### config.mk
export PLATFORM = sky130hd
export DESIGN_NAME = hilo_muldiv
export DESIGN_NICKNAME = d
export VERILOG_FILES = /design/src/rtl/hilo_pkg.sv /design/src/rtl/hilo_muldiv_iter.sv /design/src/rtl/hilo_muldiv.sv
export SDC_FILE = /design/constraint.sdc
export NUM_CORES = 1
export LEC_CHECK = 0
export BUFFER_PORTS_ARGS = -buffer_cell sky130_fd_sc_hd__buf_2
export CORE_MARGIN = 1.5
export CORE_UTILIZATION = 35
export DETAILED_ROUTE_END_ITERATION = 7
export GPL_TIMING_DRIVEN = 0
export PLACE_DENSITY = 0.62
export RECOVER_POWER = 25
export SETUP_SLACK_MARGIN = 0.15
export SYNTH_ARGS = -nofsm -noshare
export SYNTH_HDL_FRONTEND = slang
export SYNTH_SLANG_ARGS = --single-unit
export TNS_END_PERCENT = 10
### constraint.sdc
create_clock -name clk -period 4.1 [get_ports clk]
set_clock_uncertainty 0.2 [all_clocks]
set_input_delay 0.205 -clock clk [delete_from_list [all_inputs] [get_ports clk]]
set_output_delay 0.205 -clock clk [all_outputs]
set_load 0.05 [all_outputs]
### src/rtl/hilo_pkg.sv
// Shared decode constants, FSM state encoding and multiply/divide op type for hilo_muldiv.
package hilo_pkg;

  localparam logic [5:0] OP_SPECIAL = 6'b000000;

  localparam logic [5:0] F_MFHI  = 6'b010000;
  localparam logic [5:0] F_MTHI  = 6'b010001;
  localparam logic [5:0] F_MFLO  = 6'b010010;
  localparam logic [5:0] F_MTLO  = 6'b010011;
  localparam logic [5:0] F_MULT  = 6'b011000;
  localparam logic [5:0] F_MULTU = 6'b011001;
  localparam logic [5:0] F_DIV   = 6'b011010;
  localparam logic [5:0] F_DIVU  = 6'b011011;

  typedef enum logic [1:0] {
    S_IDLE = 2'd0,
    S_RUN  = 2'd1,
    S_FIX  = 2'd2
  } state_e;

  typedef enum logic [2:0] {
    MD_NONE  = 3'd0,
    MD_MULT  = 3'd1,
    MD_MULTU = 3'd2,
    MD_DIV   = 3'd3,
    MD_DIVU  = 3'd4
  } md_op_e;

  function automatic md_op_e decode_md(input logic [31:0] instr);
    md_op_e op;
    op = MD_NONE;
    if (instr[31:26] == OP_SPECIAL) begin
      case (instr[5:0])
        F_MULT:  op = MD_MULT;
        F_MULTU: op = MD_MULTU;
        F_DIV:   op = MD_DIV;
        F_DIVU:  op = MD_DIVU;
        default: op = MD_NONE;
      endcase
    end
    return op;
  endfunction

endpackage

### src/rtl/hilo_muldiv_iter.sv
// Iterative datapath: 2W-bit shift register / accumulator, latched operand and step counter.
module hilo_iter_core
  import hilo_pkg::*;
#(
  parameter int W = 32
) (
  input  logic           clk,
  input  logic           rst_n,
  input  logic           start_i,
  input  logic           step_i,
  input  logic           div_i,
  input  logic [W-1:0]   a_i,
  input  logic [W-1:0]   b_i,
  output logic [2*W-1:0] acc_o,
  output logic [W-1:0]   b_o,
  output logic           last_o
);

  localparam int CW = $clog2(W);
  localparam logic [CW-1:0] CNT_LAST = CW'(W - 1);

  logic [2*W-1:0] acc_q, acc_d;
  logic [W-1:0]   b_q, b_d;
  logic [CW-1:0]  cnt_q, cnt_d;
  logic [W:0]     mul_sum, rem_sh, diff;
  logic           ge;
  logic [W-1:0]   rem_new;

  // Restoring step: the partial remainder stays below the divisor, so the top
  // bit of the trial difference is a borrow flag. With a zero divisor the low
  // W bits are the shifted remainder either way, leaving |dividend| in the top half.
  always_comb begin
    mul_sum = {1'b0, acc_q[2*W-1:W]} + (acc_q[0] ? {1'b0, b_q} : '0);
    rem_sh  = {acc_q[2*W-1:W], acc_q[W-1]};
    diff    = rem_sh - {1'b0, b_q};
    ge      = !diff[W];
    rem_new = ge ? diff[W-1:0] : rem_sh[W-1:0];

    acc_d = acc_q;
    b_d   = b_q;
    cnt_d = cnt_q;
    if (start_i) begin
      acc_d = {{W{1'b0}}, a_i};
      b_d   = b_i;
      cnt_d = '0;
    end else if (step_i) begin
      acc_d = div_i ? {rem_new, acc_q[W-2:0], ge} : {mul_sum, acc_q[W-1:1]};
      cnt_d = cnt_q + 1'b1;
    end
  end

  always_ff @(posedge clk or negedge rst_n) begin
    if (!rst_n) begin
      acc_q <= '0;
      b_q   <= '0;
      cnt_q <= '0;
    end else begin
      acc_q <= acc_d;
      b_q   <= b_d;
      cnt_q <= cnt_d;
    end
  end

  assign acc_o  = acc_q;
  assign b_o    = b_q;
  assign last_o = (cnt_q == CNT_LAST);

endmodule

### src/rtl/hilo_muldiv.sv
// EX-stage multiply/divide unit owning HI/LO. Optional MULT_FAST_EN: single-cycle MULT/MULTU.
//   state  | meaning
//   S_IDLE | no operation in flight; MTHI/MTLO and fast multiply write here
//   S_RUN  | one shift-add / restoring-divide iteration per cycle, pipeline stalled
//   S_FIX  | sign correction, HI/LO written at the end of the cycle
module hilo_muldiv
  import hilo_pkg::*;
#(
  parameter int           W      = 32,
  parameter logic [W-1:0] DIV0_Q = 32'hFFFF_FFFF
) (
  input  logic         clk,
  input  logic         rst_n,
  input  logic [31:0]  instrE,
  input  logic         validE,
  input  logic         holdE,
  input  logic         flushE,
  input  logic [W-1:0] aluA,
  input  logic [W-1:0] aluB,
  output logic [W-1:0] HI,
  output logic [W-1:0] LO,
  output logic         stall_o,
  output logic         busy_o
);

  state_e         state_q, state_d;
  md_op_e         op;
  logic           is_special, is_mthi, is_mtlo, is_hl, is_signed, iter_op;
  logic           issue, write_en, start, step, last;
  logic           done_q, done_d, sa_q, sb_q, div_q;
  logic [W-1:0]   hi_q, hi_d, lo_q, lo_d, a_mag, b_mag, b_lat, q_fix, r_fix;
  logic [2*W-1:0] acc, prod_fix;
  logic           unused_instr;

  assign op           = decode_md(instrE);
  assign is_special   = (instrE[31:26] == OP_SPECIAL);
  assign is_mthi      = is_special & (instrE[5:0] == F_MTHI);
  assign is_mtlo      = is_special & (instrE[5:0] == F_MTLO);
  assign is_hl        = is_mthi | is_mtlo | (is_special &
                        ((instrE[5:0] == F_MFHI) | (instrE[5:0] == F_MFLO)));
  assign is_signed    = (op == MD_MULT) | (op == MD_DIV);
  assign unused_instr = ^instrE[25:6];

`ifdef MULT_FAST_EN
  logic           fast_op;
  logic [2*W-1:0] ext_a, ext_b, fast_prod;
  assign iter_op   = (op == MD_DIV) | (op == MD_DIVU);
  assign fast_op   = (op == MD_MULT) | (op == MD_MULTU);
  assign ext_a     = is_signed ? {{W{aluA[W-1]}}, aluA} : {{W{1'b0}}, aluA};
  assign ext_b     = is_signed ? {{W{aluB[W-1]}}, aluB} : {{W{1'b0}}, aluB};
  assign fast_prod = ext_a * ext_b;
`else
  assign iter_op   = (op != MD_NONE);
`endif

  assign issue    = (state_q == S_IDLE) & validE & iter_op & !flushE & !done_q;
  assign busy_o   = (state_q != S_IDLE);
  assign stall_o  = !flushE & (issue | (state_q == S_RUN) | (validE & is_hl & busy_o));
  assign write_en = validE & !stall_o & !flushE & !holdE;
  assign a_mag    = (is_signed & aluA[W-1]) ? -aluA : aluA;
  assign b_mag    = (is_signed & aluB[W-1]) ? -aluB : aluB;

  hilo_iter_core #(.W(W)) u_core (
    .clk     (clk),
    .rst_n   (rst_n),
    .start_i (start),
    .step_i  (step),
    .div_i   (div_q),
    .a_i     (a_mag),
    .b_i     (b_mag),
    .acc_o   (acc),
    .b_o     (b_lat),
    .last_o  (last)
  );

  always_comb begin
    state_d = state_q;
    start   = 1'b0;
    step    = 1'b0;
    case (state_q)
      S_IDLE: if (issue) begin
        start   = 1'b1;
        state_d = S_RUN;
      end
      S_RUN: if (flushE) begin
        state_d = S_IDLE;
      end else begin
        step = 1'b1;
        if (last) state_d = S_FIX;
      end
      S_FIX:   state_d = S_IDLE;
      default: state_d = S_IDLE;
    endcase
  end

  always_comb begin
    prod_fix = (sa_q ^ sb_q) ? -acc : acc;
    q_fix    = (sa_q ^ sb_q) ? -acc[W-1:0] : acc[W-1:0];
    if (b_lat == '0) q_fix = DIV0_Q;
    r_fix    = sa_q ? -acc[2*W-1:W] : acc[2*W-1:W];

    hi_d = hi_q;
    lo_d = lo_q;
    if ((state_q == S_FIX) && !flushE) begin
      if (div_q) begin
        hi_d = r_fix;
        lo_d = q_fix;
      end else begin
        {hi_d, lo_d} = prod_fix;
      end
    end else if (write_en & is_mthi) begin
      hi_d = aluA;
    end else if (write_en & is_mtlo) begin
      lo_d = aluA;
    end
`ifdef MULT_FAST_EN
    else if (write_en & fast_op) begin
      {hi_d, lo_d} = fast_prod;
    end
`endif

    // done only survives the FIX edge if the instruction is being held in EX
    done_d = done_q;
    if ((state_q == S_FIX) && !flushE) done_d = holdE;
    else if (!holdE || flushE)          done_d = 1'b0;
  end

  always_ff @(posedge clk or negedge rst_n) begin
    if (!rst_n) begin
      state_q <= S_IDLE;
      done_q  <= 1'b0;
      hi_q    <= '0;
      lo_q    <= '0;
      sa_q    <= 1'b0;
      sb_q    <= 1'b0;
      div_q   <= 1'b0;
    end else begin
      state_q <= state_d;
      done_q  <= done_d;
      hi_q    <= hi_d;
      lo_q    <= lo_d;
      if (start) begin
        sa_q  <= is_signed & aluA[W-1];
        sb_q  <= is_signed & aluB[W-1];
        div_q <= (op == MD_DIV) | (op == MD_DIVU);
      end
    end
  end

  assign HI = hi_q;
  assign LO = lo_q;

endmodule

* After elaboration in Yosys (flattened, before gate mapping)
Index checks and enable logic that the tools add are counted. Widths: inputs -> output; s select.
Storage, ports and cells: register bits 171, bits in latches 0, bits in writable memories 0, ROM bits 0, bits of input ports 101, word-level logic and storage cells 110, memories kept 0
Operators by class: add/sub/neg operators 8, multipliers 0, divide/modulo/power cells 0, magnitude comparators 0, equality and inequality tests 17, shifts and indexed selects 0, multiplexer cells 32, bitwise logic cells 25, reduce and logical (&&, ||, !) cells 18
Operators with widths (number):
- $mux 32 | 14
- $mux 64 | 4
- $neg 32->32 | 4
- $neg 64->64 | 1
- $eq 6x5->1 const B | 8
- $add 32x33->33 | 1
- $sub 33x32->33 | 1
- $logic_not 32->1 | 1
- $and 1x1->1 | 17
- $pmux 3 s4 | 1
- $mux 5 | 2
- $reduce_bool 2->1 | 5
- $or 1x1->1 | 7
- $logic_not 6->1 | 1
- $mux 1 | 6
- $mux 2 | 3
- $add 5x1->5 const B | 1
- $eq 5x5->1 const B | 1
- $logic_not 1->1 | 5
- $ne 2x2->1 const B | 2
- $pmux 2 s2 | 1
- $reduce_and 2->1 | 2
- $eq 3x1->1 const B | 1
- $eq 3x2->1 const B | 1
- 10 further kinds | 10

* Logic depth before layout (Yosys ltp)
depth after elaboration 18, gate-level depth with buffers 14

* Hierarchy
From an unflattened synthesis, not the netlist that was laid out.
Unflattened totals: cell total of the unflattened synthesis 1867, area total of the unflattened synthesis 15180.8 µm²
By module, submodules not included:
- hilo_iter_core | instances 1, cells an instance 1053, area each 8708.4 µm², sequential area each 2527.4 µm²
- hilo_muldiv | instances 1, cells an instance 814, area each 6472.5 µm², sequential area each 1751.7 µm²

* Worst setup path before layout
No wires, ideal clock.
path type register to register, start register u_core.acc_q[31] (netlist: u_core.acc_o[31]), end register u_core.acc_q[55] (netlist: u_core.acc_o[55]), arrival 3.021 ns, path slack 0.746 ns, cell stages (with the launch flop) 15, period minus slack after synthesis 3.354 ns, path through dfrtp_1 inv_1 ha_1 inv_1 fa_1 a211oi_1 o21ai_1 o31ai_1 o21ai_1 a22oi_1 a21oi_2 xnor2_2 buf_2 mux2i_1 o21ai_0
On the way: cells in the longest elaborated chain, start to end 5
Ends and longest elaborated chain:
- start: declaration | RTL line hilo_muldiv_iter.sv:22 | logic [2*W-1:0] acc_q, acc_d;
- start signal: assignment | RTL line hilo_muldiv_iter.sv:54 | acc_q <= '0;
- start signal: assignment | RTL line hilo_muldiv_iter.sv:58 | acc_q <= acc_d;
- $sub 33x32->33 | RTL line hilo_muldiv_iter.sv:35 | diff = rem_sh - {1'b0, b_q};
- $mux 32 | RTL line hilo_muldiv_iter.sv:37 | rem_new = ge ? diff[W-1:0] : rem_sh[W-1:0];
- $mux 64 | RTL line hilo_muldiv_iter.sv:47 | acc_d = div_i ? {rem_new, acc_q[W-2:0], ge} : {mul_sum, acc_q[W-1:1]};
- $mux 64 | RTL line hilo_muldiv_iter.sv:46 | end else if (step_i) begin
- $mux 64 | RTL line hilo_muldiv_iter.sv:42 | if (start_i) begin
No other way between the ends. The select of a mux whose other input is x is not followed. A chain may end at the register's enable or synchronous reset.

* Worst setup path in the final report
start register state_q[1], end output port stall_o
On the way: cells in the longest elaborated chain, start to end 8, elaborated cells on any way between the ends 11, classes of those cells 1 x eq/ne; 8 x bitwise; 2 x reduce/logical
Ends and longest elaborated chain:
- start: declaration | RTL line hilo_muldiv.sv:26 | state_e state_q, state_d;
- start signal: assignment | RTL line hilo_muldiv.sv:138 | state_q <= state_d;
- $logic_not 2->1 | RTL line hilo_muldiv.sv:56 | assign issue = (state_q == S_IDLE) & validE & iter_op & !flushE & !done_q;
- $and 1x1->1 (4 in a row) | RTL line hilo_muldiv.sv:56
- $or 1x1->1 | RTL line hilo_muldiv.sv:58 | assign stall_o = !flushE & (issue | (state_q == S_RUN) | (validE & is_hl & busy_o));
- $or 1x1->1 (*) | RTL line hilo_muldiv.sv:58
- $and 1x1->1 (*) | RTL line hilo_muldiv.sv:58
- end: declaration | RTL line hilo_muldiv.sv:22 | output logic stall_o,
Mark *: on every way between the ends. The rest lies on a longest branch, timed or not.

==> metrics.md <==
| Metric | Value |
|---|---|
| Status | complete, but fails checks |
| Failing checks | max-capacitance violations, max-slew violations |
| Initial core utilization | 35.7% |
| RSZ-0062 raised after global routing | true |
| Switching Power | 1.29 mW |
| Die Span Y | roughly 210 um |
| Tcrit/Tclk final | 96.0% |
| Placed Cells | 2525 |
| Yosys top cell area share | 29.1% |
| Top_reg_cell synth | dfrtp_1 |
| CP endpoint kind | primary output |
| Sw Share | 31.2% |
| Yosys top cell by area | dfrtp_1 |
| Layout cells sized above 1 | 11.8% |
| Worst-case vdd ir drop | 173 uV |
| NumNets Final | 2272 |
| Seq/Total Area, Yosys | 29.1% |
| Seq pwr share | 43.7% |
| Number of enable flip-flop cells after synthesis | 0 |
| TritonCTS clock tree | built |
| Final Non-Filler Cells | 2643 |
| Number of max-slew violations in the final report | 104 |
| Initial antenna violation count | 1 |
| Clock latency on the worst-skew pair | 480 ps |
| Worst setup SP type | flop |
| Setup Total Neg Slack | 0 ps |
| CTS Buffer Depth | 2 |
| Fill count | 4238 |
| First-pass GRT wire length | 88.3 mm |
| Final Power | around 4.1 mW |
| Async set or reset register ratio after synthesis | 100% |
| DRC | 0 |
| Commonest non-fill, non-tap cells in the layout | nand2_1 (258), o21ai_0 (177), dfrtp_1 (169), buf_2 (146), nor2_1 (128) |
| Post-layout min period | 3930 ps |
| Tightest Pin Transition | 2850 ps |
| Number of library cell types mapped by synthesis | 75 |
| GRT Total Usage | 26.4% |
| Hold Vio Cnt, Final | 0 |
| CP Class | flop to primary output |
| Row count | 74 |
| Mapped Area | 14700 um2 |
| Power share of the clock group | 38.0% |
| Power share of the combinational group | 18.2% |
| Pwr Density | about 230 nW/um2 |
| Syn nets | 2021 |
| H-tree Lvls | 4 |
| Final setup fails | 0 |
| Drt first pass iters | 7 |
| Post-Route WL | 57.9 mm |
| Via count | 15300 |
| DIE WIDTH | 208 um |
| Synth top area cells | dfrtp_1 (29%), nand2_1 (6.6%), o21ai_0 (6.0%), xor2_1 (6.0%), ha_1 (6.0%) |
| Routed Antenna Nets | 0 |
| Hold/Removal Path Class | primary input to flop |
| Fmax | around 0.25 GHz |
| Area grow syn2layout | 20.1% |
| Total gr overflow | 0 |
| Diode count | 0 |
| Flops & latches, synth | between 150 and 200 |
| Dpl hpwl | 44.6 mm |
| Largest net degree at the start of global routing | 105 |
| CP Max Fanout | 8 |
| Vias in the first global route | 15000 |
| Internal power | ~2.8 mW |
| Wire length per cell | 21.9 um |
| Clock sink count | approximately 170 |
| Clk root buf | clkbuf_16 |
| Gpl congestion | around 0.96 |
| Port Buffer Count | approximately 140 |
| CTS clk-pin slew, worst paths | 70 ps |
| Synthesis Warnings | 0 |
| Num CTS Buffers | 17 |
| Initial DRC Count | about 1100 |
| Number of max-cap violations | 1 |
| Arrival @ worst endpoint | around 3500 ps |
| Most common library cell in the layout ignoring fill and taps | nand2_1 |
| Leak | about 7.6 nW |
| Max transition margin | -89.8% |
| Avg Cell Area, Syn | 7.95 um2 |
| Die area | 43200 um2 |
| Worst EP required | 3690 ps |
| Via/cell ratio | 5.81 |
| Ports | 167 |
| Synth Instances | 1848 |
| Core area | between 40000 and 50000 um2 |
[power by group through the flow]
| stage | combinational, mW | sequential (mW) | clock, mW |
|---|---|---|---|
| after global placement | 0.617 | 1.83 | 0 |
| after CTS | 0.710 | 1.80 | 1.57 |
| after floorplan | 0.386 | 1.82 | 0 |
| after global routing | 0.815 | 1.81 | 1.64 |
| after detailed placement | 0.627 | 1.84 | 0 |
| final | 0.755 | 1.81 | 1.57 |
[sequential cells by signal, indices dropped and copies added (netlist names)]
register      cells
HI               32
LO               32
div_q             1
done_q            1
sa_q              1
sb_q              1
state_q           2
u_core.acc_o     64
u_core.b_o       32
u_core.cnt_q      5
[timing repair]
item | in CTS | in global routing
hold endpoints to repair | 231 | 0
endpoints found under the setup margin | 44 | 41
resized for setup | 20 | 18
setup buffers | 2 | 8
cloned | 0 | 1
hold buffers | 76 | 0
pin swaps | 3 | 5
[cell families (layout without fill, tap and decap cells)]
group,count (synthesis),in the layout,synth area share [%]
adder cells (fa/ha/maj),72,72,6.23
XOR/XNOR,177,177,10.6
flip-flops,171,171,29.1
multiplexers,86,86,5.92
AND/OR/NAND/NOR,619,619,19.8
buffers and inverters,184,447,4.79
AO/OA/AOI/OAI,539,539,23.5
[cells in the mapped netlist, types with 6 or more instances]
cell type	instances
and3_1	7
nor2_1	128
nand3_1	28
nor3_1	49
mux2i_1	79
and2_1	9
o21ai_1	6
nand4_1	22
o31ai_1	27
dfrtp_1	171
ha_1	70
nor4_1	31
a31oi_1	14
a21o_1	24
a211oi_1	16
o22ai_1	6
buf_1	9
inv_1	66
or3_1	11
xnor2_1	75
a21oi_1	99
clkbuf_1	101
mux2_2	7
a32oi_1	35
nand2_1	258
o21a_1	9
o41ai_1	19
a22oi_1	25
o21ai_0	177
o211ai_1	40
nand2b_1	19
nor2b_1	13
or2_2	9
or4_1	7
xor2_1	101
[path summary, 6_finish.rpt]
kind                                               from                            to  slack, ps  cells after the start
max                              state_q[1]$_DFFE_PN0P_                       stall_o        170                      7
min                                               holdE            LO[22]$_DFFE_PN0P_        230                      6
max reg2reg                u_core.acc_o[31]$_DFFE_PN0P_  u_core.acc_o[50]$_DFFE_PN0P_        180                     15
min reg2reg                  u_core.b_o[16]$_DFFE_PN0P_    u_core.b_o[16]$_DFFE_PN0P_        280                      2
max in group asynchronous                         rst_n  u_core.acc_o[31]$_DFFE_PN0P_        870                      2
min in group asynchronous                         rst_n             LO[8]$_DFFE_PN0P_        950                      2
[routing by layer]
metal / GRT usage [%] / vias up / routed length, um
met5: 0 / - / 13
met2: 47.1 / 609 / 28400
met3: 4.33 / 139 / 3480
met4: 9.59 / 2 / 2090
met1: 32.0 / 7394 / 23900
li1: - / 7205 / -
[critical path, stage by stage (launching register included)]
cell     delay (ps)
dfrtp_1         430
or2_2           330
nor3_1          210
nand4_1         810
nand2_1         810
a21oi_1          90
nor2_1          110
buf_2           270
[stage by stage]
| stage | cell area, um2 | worst slack [ps] | hold slack [ps] | utilization, % |
|---|---|---|---|---|
| after CTS | 17500 | 118 | 212 | 42.6 |
| after detailed placement | 16100 | -663 | 128 | 39.2 |
| final | 17600 | 165 | 231 | 42.9 |
| after global placement | 16100 | -668 | 222 | 39.1 |
| after floorplan | 14700 | 746 | -291 | - |
| after global routing | 17600 | 58.9 | 262 | 42.9 |
[area by class of cell]
class | count | area (um2) | area share [%]
Buffer | 117 | 487 | 2.76
Clock buffer | 19 | 433 | 2.45
Clock inverter | 12 | 92.6 | 0.525
Inverter | 67 | 255 | 1.45
Multi-Input combinational cell | 1493 | 9820 | 55.7
Sequential cell | 171 | 4280 | 24.3
Tap cell | 532 | 666 | 3.77
Timing Repair Buffer | 232 | 1610 | 9.12
No activity file was read; power rests on OpenSTA's default activity.
